**config.mk**
```make
export PLATFORM = sky130hd
export DESIGN_NAME = mult_tree_arbiter
export DESIGN_NICKNAME = d
export VERILOG_FILES = /design/src/rtl/mult_pkg.sv /design/src/rtl/mult_tree_pipe.sv /design/src/rtl/mult_tree_arbiter.sv
export SDC_FILE = /design/constraint.sdc
export NUM_CORES = 1
export LEC_CHECK = 0
export ABC_CLOCK_PERIOD_IN_PS = 9150
export CELL_PAD_IN_SITES_DETAIL_PLACEMENT = 1
export CELL_PAD_IN_SITES_GLOBAL_PLACEMENT = 2
export CORE_ASPECT_RATIO = 1.1
export CORE_MARGIN = 3
export CORE_UTILIZATION = 41
export DETAILED_ROUTE_END_ITERATION = 10
export GPL_ROUTABILITY_DRIVEN = 0
export HOLD_SLACK_MARGIN = 0.08
export PLACE_DENSITY = 0.9
export SETUP_SLACK_MARGIN = 0.02
export SYNTH_ARGS = -nofsm -noshare
export SYNTH_HDL_FRONTEND = slang
export SYNTH_HIERARCHICAL = 1
export SYNTH_SLANG_ARGS = --single-unit
```
**constraint.sdc**
```tcl
create_clock -name clk -period 9.15 [get_ports clk]
set_input_delay 1.83 -clock clk [delete_from_list [all_inputs] [get_ports clk]]
set_output_delay 1.83 -clock clk [all_outputs]
set_load 0.005 [all_outputs]
```
**src/rtl/mult_pkg.sv**
```systemverilog
// Shared constants, operand bundle and partial-product helper for the shared multiply tree.
package mult_pkg;

    localparam int OPND_W  = 4;
    localparam int PART_W  = 12;
    localparam int PROD_W  = 24;
    localparam int RES_W   = 8;
    localparam int RES_MSB = 23;

    typedef struct packed {
        logic [OPND_W-1:0] a;
        logic [OPND_W-1:0] b;
        logic [OPND_W-1:0] c;
        logic [OPND_W-1:0] d;
    } mult_opnd_t;

    // x*y*y fits in PART_W bits for 4-bit operands (15^3 = 3375)
    function automatic logic [PART_W-1:0] mul_xyy(input logic [OPND_W-1:0] x,
                                                  input logic [OPND_W-1:0] y);
        return PART_W'(x) * PART_W'(y) * PART_W'(y);
    endfunction

endpackage

```
**src/rtl/mult_tree_pipe.sv**
```systemverilog
// Three-stage multiply tree ((a*b*b)*(c*d*d)) returning the top result byte, with valid/ID sideband.
module mult_tree_pipe
    import mult_pkg::*;
#(
    parameter int ID_W = 2
) (
    input  logic             clk,
    input  logic             rst,
    input  logic             in_valid_i,
    input  logic [ID_W-1:0]  in_id_i,
    input  mult_opnd_t       in_opnd_i,
    output logic             out_valid_o,
    output logic [ID_W-1:0]  out_id_o,
    output logic [RES_W-1:0] out_res_o,
    output logic             busy_o
);

    logic              s1_valid_q;
    logic [ID_W-1:0]   s1_id_q;
    mult_opnd_t        s1_opnd_q;
    logic              s2_valid_q;
    logic [ID_W-1:0]   s2_id_q;
    logic [PART_W-1:0] s2_abb_q;
    logic [PART_W-1:0] s2_cdd_q;
    logic              s3_valid_q;
    logic [ID_W-1:0]   s3_id_q;
    logic [RES_W-1:0]  s3_res_q;
    logic [PROD_W-1:0] prod_d;

    // Full product formed between S2 and S3; only its top byte is kept
    always_comb begin
        prod_d = PROD_W'(s2_abb_q) * PROD_W'(s2_cdd_q);
    end

    // Stage registers; data regs load only with a valid op so idle stages stay quiet
    always_ff @(posedge clk or posedge rst) begin
        if (rst) begin
            s1_valid_q <= 1'b0;
            s1_id_q    <= '0;
            s1_opnd_q  <= '0;
            s2_valid_q <= 1'b0;
            s2_id_q    <= '0;
            s2_abb_q   <= '0;
            s2_cdd_q   <= '0;
            s3_valid_q <= 1'b0;
            s3_id_q    <= '0;
            s3_res_q   <= '0;
        end else begin
            s1_valid_q <= in_valid_i;
            s2_valid_q <= s1_valid_q;
            s3_valid_q <= s2_valid_q;
            if (in_valid_i) begin
                s1_id_q   <= in_id_i;
                s1_opnd_q <= in_opnd_i;
            end
            if (s1_valid_q) begin
                s2_id_q  <= s1_id_q;
                s2_abb_q <= mul_xyy(s1_opnd_q.a, s1_opnd_q.b);
                s2_cdd_q <= mul_xyy(s1_opnd_q.c, s1_opnd_q.d);
            end
            if (s2_valid_q) begin
                s3_id_q  <= s2_id_q;
                s3_res_q <= prod_d[RES_MSB -: RES_W];
            end
        end
    end

    assign out_valid_o = s3_valid_q;
    assign out_id_o    = s3_id_q;
    assign out_res_o   = s3_res_q;
    assign busy_o      = s1_valid_q | s2_valid_q | s3_valid_q;

endmodule

```
**src/rtl/mult_tree_arbiter.sv**
```systemverilog
// Round-robin arbiter sharing one pipelined multiply tree among N_REQ requesters.
// Optional per-requester saturating grant counters are built when MULT_ARB_STATS_EN is defined.
module mult_tree_arbiter
    import mult_pkg::*;
#(
    parameter int N_REQ = 4,
    parameter int ID_W  = 2
) (
    input  logic                    clk,
    input  logic                    rst,
    input  logic                    en,
    input  logic [N_REQ-1:0]        req_valid,
    output logic [N_REQ-1:0]        req_ready,
    input  logic [OPND_W*N_REQ-1:0] req_a,
    input  logic [OPND_W*N_REQ-1:0] req_b,
    input  logic [OPND_W*N_REQ-1:0] req_c,
    input  logic [OPND_W*N_REQ-1:0] req_d,
    output logic [N_REQ-1:0]        rsp_valid,
    output logic [ID_W-1:0]         rsp_id,
    output logic [RES_W-1:0]        rsp_result,
    output logic                    busy
`ifdef MULT_ARB_STATS_EN
    ,
    output logic [16*N_REQ-1:0]     grant_cnt
`endif
);

    logic [ID_W-1:0]  rr_ptr_q;
    logic [ID_W-1:0]  rr_ptr_d;
    logic             grant_found_s;
    logic [ID_W-1:0]  grant_id_s;
    mult_opnd_t       grant_opnd_s;
    logic             pipe_valid_s;
    logic [ID_W-1:0]  pipe_id_s;
    logic [RES_W-1:0] pipe_res_s;
    logic [N_REQ-1:0] rsp_valid_q;
    logic [N_REQ-1:0] rsp_valid_d;
    logic [ID_W-1:0]  rsp_id_q;
    logic [RES_W-1:0] rsp_result_q;

    // Search starts at rr_ptr and wraps modulo N_REQ; first valid requester wins
    always_comb begin : arb_search
        logic [ID_W:0] cand;
        cand          = '0;
        grant_found_s = 1'b0;
        grant_id_s    = rr_ptr_q;
        for (int j = 0; j < N_REQ; j++) begin
            cand = {1'b0, rr_ptr_q} + (ID_W+1)'(j);
            if (cand >= (ID_W+1)'(N_REQ)) begin
                cand = cand - (ID_W+1)'(N_REQ);
            end else begin
                cand = cand;
            end
            if (en && !grant_found_s && req_valid[cand[ID_W-1:0]]) begin
                grant_found_s = 1'b1;
                grant_id_s    = cand[ID_W-1:0];
            end else begin
                grant_found_s = grant_found_s;
            end
        end
    end

    // One-hot ready, operand mux and pointer advance for the granted requester
    always_comb begin
        req_ready        = '0;
        grant_opnd_s.a   = req_a[{grant_id_s, 2'b00} +: OPND_W];
        grant_opnd_s.b   = req_b[{grant_id_s, 2'b00} +: OPND_W];
        grant_opnd_s.c   = req_c[{grant_id_s, 2'b00} +: OPND_W];
        grant_opnd_s.d   = req_d[{grant_id_s, 2'b00} +: OPND_W];
        rr_ptr_d         = rr_ptr_q;
        if (grant_found_s) begin
            req_ready[grant_id_s] = 1'b1;
            if (grant_id_s == ID_W'(N_REQ - 1)) begin
                rr_ptr_d = '0;
            end else begin
                rr_ptr_d = grant_id_s + ID_W'(1);
            end
        end else begin
            req_ready = '0;
        end
    end

    // Round-robin pointer moves only on a transfer
    always_ff @(posedge clk or posedge rst) begin
        if (rst) begin
            rr_ptr_q <= '0;
        end else begin
            rr_ptr_q <= rr_ptr_d;
        end
    end

    mult_tree_pipe #(
        .ID_W (ID_W)
    ) u_pipe (
        .clk         (clk),
        .rst         (rst),
        .in_valid_i  (grant_found_s),
        .in_id_i     (grant_id_s),
        .in_opnd_i   (grant_opnd_s),
        .out_valid_o (pipe_valid_s),
        .out_id_o    (pipe_id_s),
        .out_res_o   (pipe_res_s),
        .busy_o      (busy)
    );

    // Response demux: decode the returning ID to a one-hot strobe
    always_comb begin
        rsp_valid_d = '0;
        if (pipe_valid_s) begin
            rsp_valid_d[pipe_id_s] = 1'b1;
        end else begin
            rsp_valid_d = '0;
        end
    end

    // Registered response; ID and result hold between strobes
    always_ff @(posedge clk or posedge rst) begin
        if (rst) begin
            rsp_valid_q  <= '0;
            rsp_id_q     <= '0;
            rsp_result_q <= '0;
        end else begin
            rsp_valid_q <= rsp_valid_d;
            if (pipe_valid_s) begin
                rsp_id_q     <= pipe_id_s;
                rsp_result_q <= pipe_res_s;
            end
        end
    end

    assign rsp_valid  = rsp_valid_q;
    assign rsp_id     = rsp_id_q;
    assign rsp_result = rsp_result_q;

`ifdef MULT_ARB_STATS_EN
    logic [15:0] cnt_q [N_REQ];

    // Saturating per-requester grant counters
    always_ff @(posedge clk or posedge rst) begin
        if (rst) begin
            for (int i = 0; i < N_REQ; i++) begin
                cnt_q[i] <= 16'h0000;
            end
        end else begin
            for (int i = 0; i < N_REQ; i++) begin
                if (grant_found_s && (grant_id_s == ID_W'(i)) && (cnt_q[i] != 16'hFFFF)) begin
                    cnt_q[i] <= cnt_q[i] + 16'h0001;
                end
            end
        end
    end

    always_comb begin
        grant_cnt = '0;
        for (int i = 0; i < N_REQ; i++) begin
            grant_cnt[16*i +: 16] = cnt_q[i];
        end
    end
`endif

endmodule

```
* Word-level counts from Yosys, hierarchy flattened
Cells that the tools add are included.
** Operators by class
- Add/subtract/negate cells :: 8
- $mul :: 5
- Magnitude comparators :: 12
- Eq/ne operators :: 1
- Shifts and indexed selects :: 4
- Muxes and demuxes :: 27
- Bitwise logic cells :: 2
- Reduce and logical (&&, ||, !) cells :: 12
** Operators with widths (count)
- indexed part select 16 x 5 -> 4 bit :: 4
- multiplier 12 x 12 -> 24 bit :: 1
- multiplier 8 x 4 -> 12 bit :: 2
- less-than comparator 2 x 3 -> 1 bit, second input constant :: 6
- 2-to-1 mux 2 bit :: 9
- multiplier 4 x 4 -> 8 bit :: 2
- 2-to-1 mux 1 bit :: 10
- greater-or-equal comparator 3 bit, second input constant :: 3
- logical AND 1 bit :: 9
- binary-select mux 1 bit (select 2 bit) :: 4
- 2-to-1 mux 4 bit :: 2
- subtractor 2 x 1 -> 2 bit, second input constant :: 4
- adder 2 x 2 -> 3 bit, second input constant :: 2
- demux 1 bit (select 2 bit) :: 2
- greater-or-equal comparator 2 x 1 -> 1 bit, second input constant :: 2
- adder 2 x 1 -> 3 bit, second input constant :: 1
- greater-or-equal comparator 2 x 3 -> 1 bit, second input constant :: 1
- logical NOT 1 bit :: 3
- adder 2 x 1 -> 2 bit, second input constant :: 1
- == test 2 bit, second input constant :: 1
- bitwise OR 1 bit :: 2
** Word-level totals
- Flip-flop bits (word level) :: 73
- Bits of input ports :: 71
- Logic and storage cells :: 88

* Logic depth before layout (Yosys ltp)
Gate-level depths: netlist (run 1).
- Depth after elaboration :: 23
- Gate-level depth with buffers :: 22
- Gate-level depth less buffers :: 21

* By module
Netlist (run 1), hierarchy kept.
** By module, submodules not included
- mult_tree_pipe :: times used 1, cells each 971, area each 9073.7 um^2, sequential area each 1426.4 um^2
- mult_tree_arbiter :: times used 1, cells each 119, area each 1282.5 um^2, sequential area each 400.4 um^2

* Least setup slack after synthesis (run 1)
OpenSTA, ideal clock, no wires.
- Path type :: reg2reg
- Start :: reg u_pipe.s2_abb_q[9]
- End :: reg u_pipe.s3_res_q[4], in the netlist u_pipe/out_res_o[4]
- Library setup time :: 0.120 ns
- Data arrival time :: 5.077 ns
- Data required time :: 9.030 ns
- Path slack :: 3.954 ns
- Stages on the path, launching flop included :: 18
- Buffers on the path :: 1
- Cell sequence :: dfrtp_1 -> clkbuf_1 -> nand2_1 -> fa_1 -> fa_1 -> inv_1 -> fa_1 -> fa_1 -> inv_1 -> fa_1 -> inv_1 -> ha_1 -> a21oi_1 -> o21ai_0 -> o31ai_1 -> nor3_2 -> or4_1 -> a31o_1
** On the way
- Longest elaborated chain between the ends :: 1
** RTL lines
- start: declaration :: RTL line mult_tree_pipe.sv:23 : logic [PART_W-1:0] s2_abb_q;
- start signal: assignment :: RTL line mult_tree_pipe.sv:58 : s2_abb_q <= mul_xyy(s1_opnd_q.a, s1_opnd_q.b);
- multiplier 12 x 12 -> 24 bit :: RTL line mult_tree_pipe.sv:32 : prod_d = PROD_W'(s2_abb_q) * PROD_W'(s2_cdd_q);
- end signal: assignment :: RTL line mult_tree_pipe.sv:63 : s3_res_q <= prod_d[RES_MSB -: RES_W];
- end: declaration :: RTL line mult_tree_pipe.sv:27 : logic [RES_W-1:0] s3_res_q;
Every way passes these cells.
A chain may end at the register's enable or synchronous reset.

* Final worst setup path (run 1)
- Start :: in req_valid[3]
- End :: out req_ready[1]
** On the way
- Longest elaborated chain between the ends :: 21
** RTL lines
- start: declaration :: RTL line mult_tree_arbiter.sv:12 : input logic [N_REQ-1:0] req_valid,
- binary-select mux 1 bit (select 2 bit) :: RTL line mult_tree_arbiter.sv:54 : if (en && !grant_found_s && req_valid[cand[ID_W-1:0]]) begin
- 2-to-1 mux 1 bit (not written as such) :: RTL line mult_tree_arbiter.sv:54
- logical AND 1 bit :: RTL line mult_tree_arbiter.sv:54
- 2-to-1 mux 1 bit :: RTL line mult_tree_arbiter.sv:54
- logical NOT 1 bit :: RTL line mult_tree_arbiter.sv:54
- logical AND 1 bit (2 in series) :: RTL line mult_tree_arbiter.sv:54
- 2-to-1 mux 1 bit :: RTL line mult_tree_arbiter.sv:54
- logical NOT 1 bit :: RTL line mult_tree_arbiter.sv:54
- (+3 left out)
- logical NOT 1 bit :: RTL line mult_tree_arbiter.sv:54
- logical AND 1 bit (2 in series) :: RTL line mult_tree_arbiter.sv:54
- 2-to-1 mux 2 bit :: RTL line mult_tree_arbiter.sv:54
- less-than comparator 2 x 3 -> 1 bit (not written as such) / greater-or-equal comparator 2 x 1 -> 1 bit (equally long branches) :: RTL line mult_tree_arbiter.sv:72 : req_ready[grant_id_s] = 1'b1;
- logical AND 1 bit (not written as such) :: RTL line mult_tree_arbiter.sv:72
- 2-to-1 mux 1 bit (not written as such) :: RTL line mult_tree_arbiter.sv:72
- demux 1 bit (select 2 bit) :: RTL line mult_tree_arbiter.sv:72
- 2-to-1 mux 4 bit * :: RTL line mult_tree_arbiter.sv:71 : if (grant_found_s) begin
- end: declaration :: RTL line mult_tree_arbiter.sv:13 : output logic [N_REQ-1:0] req_ready,
Every way passes the cells marked *; elsewhere a longest branch is shown, timed or not. The select of a mux whose other input is x is not followed.

==> flow_metrics.env, run 1 <==
export IMPL_place_ws_ns=2.72
export IMPL_clkTransAtPathRegs_ns=0.06
export IMPL_max_freq_mhz=156
export IMPL_drt_first_iter_violations=213
export IMPL_cts_setup_buffers=0
export IMPL_dr_pass1_iters=4
export IMPL_ys_flop_type="dfrtp_1"
export IMPL_fin_tns_setup_ns=0
export IMPL_grt_pass1_wl_mm=41.1
export IMPL_cts_root_buf="clkbuf_16"
export IMPL_syn2layout_area_growth_pct=13.7
export IMPL_layout_nets=1463
export IMPL_io_buffers=89
export IMPL_rows=60
export IMPL_hold_ws_ns=0.500
export IMPL_fin_crit_sh=0.701
export IMPL_start_util=0.421
export IMPL_worstSetupStartpointType="input port"
export IMPL_die_h_um=173
export IMPL_antenna_found_initial=0
export IMPL_ant_nets=0
export IMPL_synthesis_area_um2=10400
export IMPL_grt_max_degree=58
export IMPL_cts_resized=0
export IMPL_cts_sinks=73
export IMPL_cap_violations=0
export IMPL_ys_warn_count=6
export IMPL_worstSetupPathType="input port to output pin"
export IMPL_synth_edff_count=0
export IMPL_synth_distinct_cells=57
export IMPL_cts_buffers=9
export IMPL_wl_per_cell_um=16.2
export IMPL_outcome="finished clean"
export IMPL_synth_async_reset_ratio=1.00
export IMPL_cts_tree="yes"
export IMPL_clockBufferDepth=2
export IMPL_io_pins=90
export IMPL_ys_seq_area_frac=0.176
export IMPL_hold_class="register to register"
export IMPL_grt_pass1_vias=8519
export IMPL_dieArea_um2=27200
export IMPL_slew_headroom=0.173
export IMPL_slew_violations=0
export IMPL_synth_seq_cells=73
export IMPL_overflow=0
export IMPL_die_w_um=158
export IMPL_tightest_slew_ns=1.24
export IMPL_ctsHoldBuffers=0
export IMPL_finClkSkew_ns=0.00860
export IMPL_totalWireLength_mm=23.7
export IMPL_clk_latency_ns=0.34
export IMPL_cp_end_kind="output pin"
export IMPL_finalWorstSetupSlack_ns=2.74
export IMPL_route_vias_total=7545
export IMPL_dp_hpwl_mm=19.4
export IMPL_setup_viol=0
export IMPL_ctsHtreeMaxLevel=3
export IMPL_syn_inst=1090
export IMPL_fin_crit_ns=6.41
export IMPL_crit_required_ns=7.32
export IMPL_syn_avg_cell_area_um2=9.50
export IMPL_n_antenna_cell=0
export IMPL_finalHoldViolations=0
export IMPL_core_area_um2=24600
export IMPL_track_usage=0.183
export IMPL_worstPathArrival_ns=4.58
export IMPL_cp_max_fo=21
export IMPL_drive_gt1_frac=0.0695
export IMPL_viasPerCell=5.16
export IMPL_synthesis_nets=1407
export IMPL_drc=0
export IMPL_rsz0062_at_grt="no"
==> synthesized netlist by cell type (6+ instances only) <==
library cell	number	area, um^2
inv_1	193	724
nand2_1	132	495
fa_1	131	2620
ha_1	115	1440
and2_1	112	701
dfrtp_1	73	1830
mux2i_1	49	490
mux2_2	48	541
clkbuf_1	40	150
a21oi_1	29	145
xnor2_1	20	175
a21o_1	17	128
nand3_1	11	55.1
nor2_1	11	41.3
o21ai_0	10	50.1
nor3_1	9	45.0
and3_1	6	37.5
nand2b_1	6	37.5
nor2b_1	6	37.5
o21bai_1	6	45.0
==> placed cells by master, fill, tap and decap left out, drive strengths merged, types with 12 or more instances in the layout <==
| master | instances |
|---|---|
| inv | 195 |
| nand2 | 132 |
| and2 | 112 |
| a21o | 17 |
| clkdlybuf4s50 | 89 |
| ha | 115 |
| dfrtp | 73 |
| mux2 | 48 |
| o21ai | 12 |
| a21oi | 29 |
| fa | 131 |
| mux2i | 49 |
| xnor2 | 20 |
==> final timing paths <==
kind | cells past startpoint | from | end | slack (ns)
worst max-delay path | 7 | req_valid[3] | req_ready[1] | 2.74
worst max register to register | 19 | u_pipe/s1_opnd_q[10] | u_pipe/s2_abb_q[11] | 3.43
worst min register to register | 1 | u_pipe/out_id_o[0] | rsp_valid[0] | 0.50
worst min-delay path | 1 | u_pipe/out_id_o[0] | rsp_valid[0] | 0.50
max in group asynchronous | 3 | rst | u_pipe/s2_cdd_q[2] | 6.60
min in group asynchronous | 2 | rst | rsp_result[3] | 1.92
==> through the flow <==
stage	utilization	cells	instance area, um^2
finish	0.478	1461	11800
global placement	0.466	1445	11500
floorplan	-	1090	10400
CTS	0.478	1461	11800
global route	0.478	1461	11800
detailed placement	0.466	1445	11500
==> metal layers <==
layer / wire length [um] / vias to the layer above / share of wire / GRT usage
met5: 0 / - / 0 / 0
met4: 156 / 0 / 0.0066 / 0.0260
met3: 722 / 14 / 0.030 / 0.0260
met2: 12500 / 115 / 0.53 / 0.336
met1: 10300 / 3828 / 0.43 / 0.231
li1: - / 3588 / - / -
==> cells by family after synthesis <==
family,synth area share
mux,0.0996
flops,0.176
simple gates,0.158
xor+xnor,0.0195
compound gates,0.0648
buf+inv,0.0898
fa+ha+maj,0.392
==> state kept, by name (all words and copies together) (netlist names) <==
name	count
rr_ptr_q	2
rsp_id	2
rsp_result	8
rsp_valid	4
u_pipe/out_id_o	2
u_pipe/out_res_o	8
u_pipe/out_valid_o	1
u_pipe/s1_id_q	2
u_pipe/s1_opnd_q	16
u_pipe/s1_valid_q	1
u_pipe/s2_abb_q	12
u_pipe/s2_cdd_q	12
u_pipe/s2_id_q	2
u_pipe/s2_valid_q	1
==> layout make-up <==
class | count | area, um^2
multi-input combinational | 777 | 7610
fill | 2795 | 12900
sequential | 73 | 1830
inverter | 193 | 724
timing repair buffer | 92 | 913
clock inverter | 7 | 77.6
tap | 310 | 388
clock buffer | 9 | 225
==> critical path, stage by stage <==
cell and delay, ns:
clkdlybuf4s50_1 0.59, nand2_1 0.12, o22ai_1 0.18, o21ai_1 0.11
o21ai_2 0.95, nor3b_1 0.27, clkdlybuf4s50_1 0.53
Power of run 1 is left out: the tool's default activity adds up to more than one toggle a clock period on the data nets, which glitch-free logic cannot reach.
==> inputs of run 2 (changes only) <==
ABC_CLOCK_PERIOD_IN_PS = 6620   (was 9150)
CORE_UTILIZATION = 38   (was 41)
PLACE_DENSITY = 0.84   (was 0.9)
clock period = 6.62 ns   (was 9.15 ns; I/O delays follow)
==> flow_metrics.env, run 2 (same netlist as run 1, synthesis figures left out) <==
export IMPL_outcome="finished clean"
export IMPL_slew_violations=0
export IMPL_layout_nets=1465
export IMPL_fin_crit_ns=5.70
export IMPL_clockBufferDepth=2
export IMPL_crit_required_ns=6.86
export IMPL_hold_class="register to register"
export IMPL_viasPerCell=4.96
export IMPL_worst_hold_path_endpoint="u_pipe/out_id_o[1]"
export IMPL_cap_violations=0
export IMPL_route_vias_total=7458
export IMPL_core_area_um2=26500
export IMPL_die_h_um=179
export IMPL_clk_latency_ns=0.35
export IMPL_io_buffers=89
export IMPL_grt_pass1_vias=8392
export IMPL_largest_register_ffs=16
export IMPL_cpMostUsedCell="fa_1"
export IMPL_cts_setup_buffers=0
export IMPL_mostFrequentLayoutCells="inv_1 (192), nand2_1 (132), fa_1 (131)"
export IMPL_max_freq_mhz=176
export IMPL_overflow=0
export IMPL_holdPathStages=1
export IMPL_max_stage_delay_ns=0.57
export IMPL_drt_first_iter_violations=204
export IMPL_drc=0
export IMPL_dp_hpwl_mm=19.6
export IMPL_antenna_found_initial=0
export IMPL_r2r_start="u_pipe/s2_abb_q[5]"
export IMPL_reg2reg_slack_ns=0.92
export IMPL_worstSetupStartpointType="register"
export IMPL_worstSetupStartpoint="u_pipe/s2_abb_q[5]"
export IMPL_wl_per_cell_um=15.5
export IMPL_totalWireLength_mm=23.3
export IMPL_fin_crit_sh=0.861
export IMPL_setup_viol=0
export IMPL_layout_commonest_cell="inv_1"
export IMPL_die_w_um=163
export IMPL_n_antenna_cell=0
export IMPL_start_util=0.391
export IMPL_cts_buffers=9
export IMPL_ff2ff_path_depth=17
export IMPL_cts_tree="yes"
export IMPL_regToRegEndpoint="u_pipe/out_res_o[4]"
export IMPL_ant_nets=0
export IMPL_worstSetupPathType="register to register"
export IMPL_worstPathArrival_ns=5.94
export IMPL_fin_tns_setup_ns=0
export IMPL_clkTransAtPathRegs_ns=0.07
export IMPL_top_regs="u_pipe/s1_opnd_q: 16 flops, u_pipe/s2_abb_q: 12 flops, u_pipe/s2_cdd_q: 12 flops"
export IMPL_ctsHoldBuffers=0
export IMPL_rsz0062_at_grt="no"
export IMPL_finalHoldViolations=0
export IMPL_place_area_um2=11500
export IMPL_track_usage=0.169
export IMPL_grt_pass1_wl_mm=40.1
export IMPL_drive_gt1_frac=0.0711
export IMPL_finalInstanceArea_um2=11800
export IMPL_slew_headroom=0.488
export IMPL_cts_root_buf="clkbuf_16"
export IMPL_grt_max_degree=58
export IMPL_syn2layout_area_growth_pct=14.2
export IMPL_min_from="u_pipe/s2_id_q[1]"
export IMPL_largest_register="u_pipe/s1_opnd_q"
export IMPL_cts_resized=0
export IMPL_dieArea_um2=29300
export IMPL_cts_sinks=73
export IMPL_tightest_slew_ns=0.769
export IMPL_ctsHtreeMaxLevel=3
export IMPL_dr_pass1_iters=4
export IMPL_io_pins=90
export IMPL_path_cells="and2_1 > fa_1 > inv_1 > fa_1 > inv_1 > fa_1 > fa_1 > inv_1 > fa_1 > inv_1 > ha_1 > a21oi_1 > o21ai_0 > o31ai_1 > nor3_2 > or4_1 > a31o_1"
export IMPL_rows=62
export IMPL_cp_max_fo=13
export IMPL_finClkSkew_ns=0.0109
export IMPL_cp_end_kind="register"
export IMPL_crit_slowest_cell="fa_1"
[run 2: cell type report]
class | instances | area [um^2]
fillers | 3045 | 14600
inverters | 193 | 724
repair buffers | 94 | 928
well taps | 352 | 440
clock inverters | 7 | 67.6
clock buffers | 9 | 225
flip-flops and latches | 73 | 1830
multi-input cells | 777 | 7610
[run 2: per-layer routing]
metal / vias to the layer above / global-route usage / routed length, um
li1: 3583 / - / -
met1: 3771 / 0.202 / 10100
met2: 93 / 0.324 / 12400
met3: 11 / 0.0231 / 633
met4: 0 / 0.0300 / 178
met5: - / 0 / 0
[run 2: worst max-delay path by stage]
| stage | end | cells past startpoint | slack [ns] |
|---|---|---|---|
| after detailed placement | u_pipe/out_res_o[4] | 17 | 0.93 |
| after CTS | u_pipe/out_res_o[4] | 16 | 0.92 |
| after global placement | u_pipe/out_res_o[4] | 17 | 1.09 |
| after floorplan | u_pipe/out_res_o[4] | 17 | 1.42 |
| after global routing | u_pipe/out_res_o[4] | 16 | 0.65 |
| final | u_pipe/out_res_o[4] | 17 | 0.92 |
[run 2: stage by stage]
| stage | utilization | worst slack [ns] | instances | hold slack, ns |
|---|---|---|---|---|
| final | 0.447 | 0.923 | 1505 | 0.507 |
| after global routing | 0.447 | 0.653 | 1505 | 0.527 |
| after CTS | 0.447 | 0.921 | 1505 | 0.512 |
| after detailed placement | 0.436 | 0.934 | 1489 | 0.496 |
| after global placement | 0.436 | 1.09 | 1489 | 0.475 |
| after floorplan | - | 1.42 | 1090 | 0.352 |
[run 2: worst max-delay path, delay by kind of cell (launching register included)]
kind | cells | cell delay [ns]
compound gates | 4 | 1.05
fa+ha+maj | 6 | 2.87
buf+inv | 4 | 0.20
flops | 1 | 0.53
simple gates | 3 | 0.93
Power of run 2 is left out for the same reason.
==> inputs of run 3 (changes only) <==
CORE_MARGIN = 8   (was 3)
==> flow_metrics.env, run 3 (same netlist as run 1, synthesis figures left out) <==
export IMPL_mostFrequentLayoutCells="inv_1 (192), nand2_1 (132), fa_1 (131)"
export IMPL_fin_util=0.442
export IMPL_largest_register="u_pipe/s1_opnd_q"
export IMPL_place_ws_ns=1.02
export IMPL_grt_pass1_vias=8642
export IMPL_drc=0
export IMPL_hold_class="register to register"
export IMPL_crit_slowest_cell="dfrtp_1"
export IMPL_cpMostUsedCell="fa_1"
export IMPL_worstSetupPathType="register to register"
export IMPL_cts_setup_buffers=0
export IMPL_layout_nets=1465
export IMPL_start_util=0.385
export IMPL_slew_violations=0
export IMPL_cts_resized=0
export IMPL_path_cells="nand2_1 > fa_1 > fa_1 > inv_1 > fa_1 > fa_1 > inv_1 > fa_1 > inv_1 > ha_1 > a21oi_1 > o21ai_0 > o31ai_1 > nor3_2 > or4_1 > a31o_1"
export IMPL_fin_crit_sh=0.840
export IMPL_drt_first_iter_violations=204
export IMPL_io_buffers=89
export IMPL_dr_pass1_iters=4
export IMPL_largest_register_ffs=16
export IMPL_rows=63
export IMPL_cts_buffers=9
export IMPL_top_regs="u_pipe/s1_opnd_q: 16 flops, u_pipe/s2_abb_q: 12 flops, u_pipe/s2_cdd_q: 12 flops"
export IMPL_worstPathArrival_ns=5.80
export IMPL_viasPerCell=4.97
export IMPL_syn2layout_area_growth_pct=14.6
export IMPL_drive_gt1_frac=0.0711
export IMPL_ant_nets=0
export IMPL_dp_hpwl_mm=20.2
export IMPL_clockBufferDepth=2
export IMPL_setup_viol=0
export IMPL_finalHoldViolations=0
export IMPL_ctsHtreeMaxLevel=3
export IMPL_dpl_cell_count=1494
export IMPL_track_usage=0.153
export IMPL_ctsHoldBuffers=0
export IMPL_layout_commonest_cell="inv_1"
export IMPL_totalWireLength_mm=24.3
export IMPL_met3_length_um=831
export IMPL_cts_sinks=73
export IMPL_clkTransAtPathRegs_ns=0.06
export IMPL_io_pins=90
export IMPL_crit_required_ns=6.85
export IMPL_worstSetupStartpointType="register"
export IMPL_cts_root_buf="clkbuf_16"
export IMPL_dr_wl_met2_mm=12.3
export IMPL_outcome="finished clean"
export IMPL_slew_headroom=0.482
export IMPL_cp_end_kind="register"
export IMPL_rsz0062_at_grt="no"
export IMPL_finClkSkew_ns=0.00839
export IMPL_core_area_um2=26900
export IMPL_cap_violations=0
export IMPL_wl_per_cell_um=16.1
export IMPL_fin_tns_setup_ns=0
export IMPL_route_vias_total=7506
export IMPL_top_layer="met4"
export IMPL_cp_max_fo=13
export IMPL_dieArea_um2=32800
export IMPL_grt_pass1_wl_mm=41.7
export IMPL_tightest_slew_ns=0.777
export IMPL_die_w_um=173
export IMPL_max_freq_mhz=180
export IMPL_fillers=3096
export IMPL_grt_max_degree=58
export IMPL_fin_crit_ns=5.56
export IMPL_stdcell_count=1510
export IMPL_n_antenna_cell=0
export IMPL_antenna_found_initial=0
export IMPL_clk_latency_ns=0.34
export IMPL_die_h_um=189
export IMPL_overflow=0
export IMPL_finalWorstSetupSlack_ns=1.06
export IMPL_max_stage_delay_ns=0.64
export IMPL_cts_tree="yes"
export IMPL_met1_length_mm=10.6
[run 3: final cells by class]
class,count,area (um^2),share of cell area
clock buffer,9,225,0.0190
clock inverter,7,101,0.00854
inverter,193,724,0.0610
multi-input combinational,777,7610,0.642
sequential,73,1830,0.154
tap,357,447,0.0376
timing repair buffer,94,928,0.0782
[run 3: final timing paths]
path	startpoint	to	slack, ns	depth (start not counted)
worst min register to register	u_pipe/out_res_o[7]	u_pipe/out_res_o[7]	0.50	2
worst max-delay path	u_pipe/s2_cdd_q[3]	u_pipe/out_res_o[4]	1.06	16
worst min-delay path	u_pipe/out_res_o[7]	u_pipe/out_res_o[7]	0.50	2
worst max register to register	u_pipe/s2_cdd_q[3]	u_pipe/out_res_o[4]	1.06	16
min in group asynchronous	rst	rsp_id[1]	1.42	2
max in group asynchronous	rst	u_pipe/s2_abb_q[3]	4.55	3
[run 3: metrics by stage]
stage | instance area (um^2) | hold slack, ns
4_1_cts | 11900 | 0.507
5_1_grt | 11900 | 0.526
2_1_floorplan | 10400 | 0.352
6_report | 11900 | 0.504
3_5_place_dp | 11500 | 0.487
3_3_place_gp | 11500 | 0.477
[run 3: worst max-delay path, delay by kind of cell, from the launching register on]
family / cells / cell delay, ns
flops: 1 / 0.64
simple gates: 3 / 0.79
fa+ha+maj: 6 / 2.89
compound gates: 4 / 0.98
buf+inv: 3 / 0.14
[run 3: routing by layer]
layer | up-vias | track usage
met3 | 34 | 0.0309
met5 | - | 0
met1 | 3766 | 0.180
met2 | 124 | 0.276
met4 | 0 | 0.0495
li1 | 3582 | -
Power of run 3 is left out for the same reason.
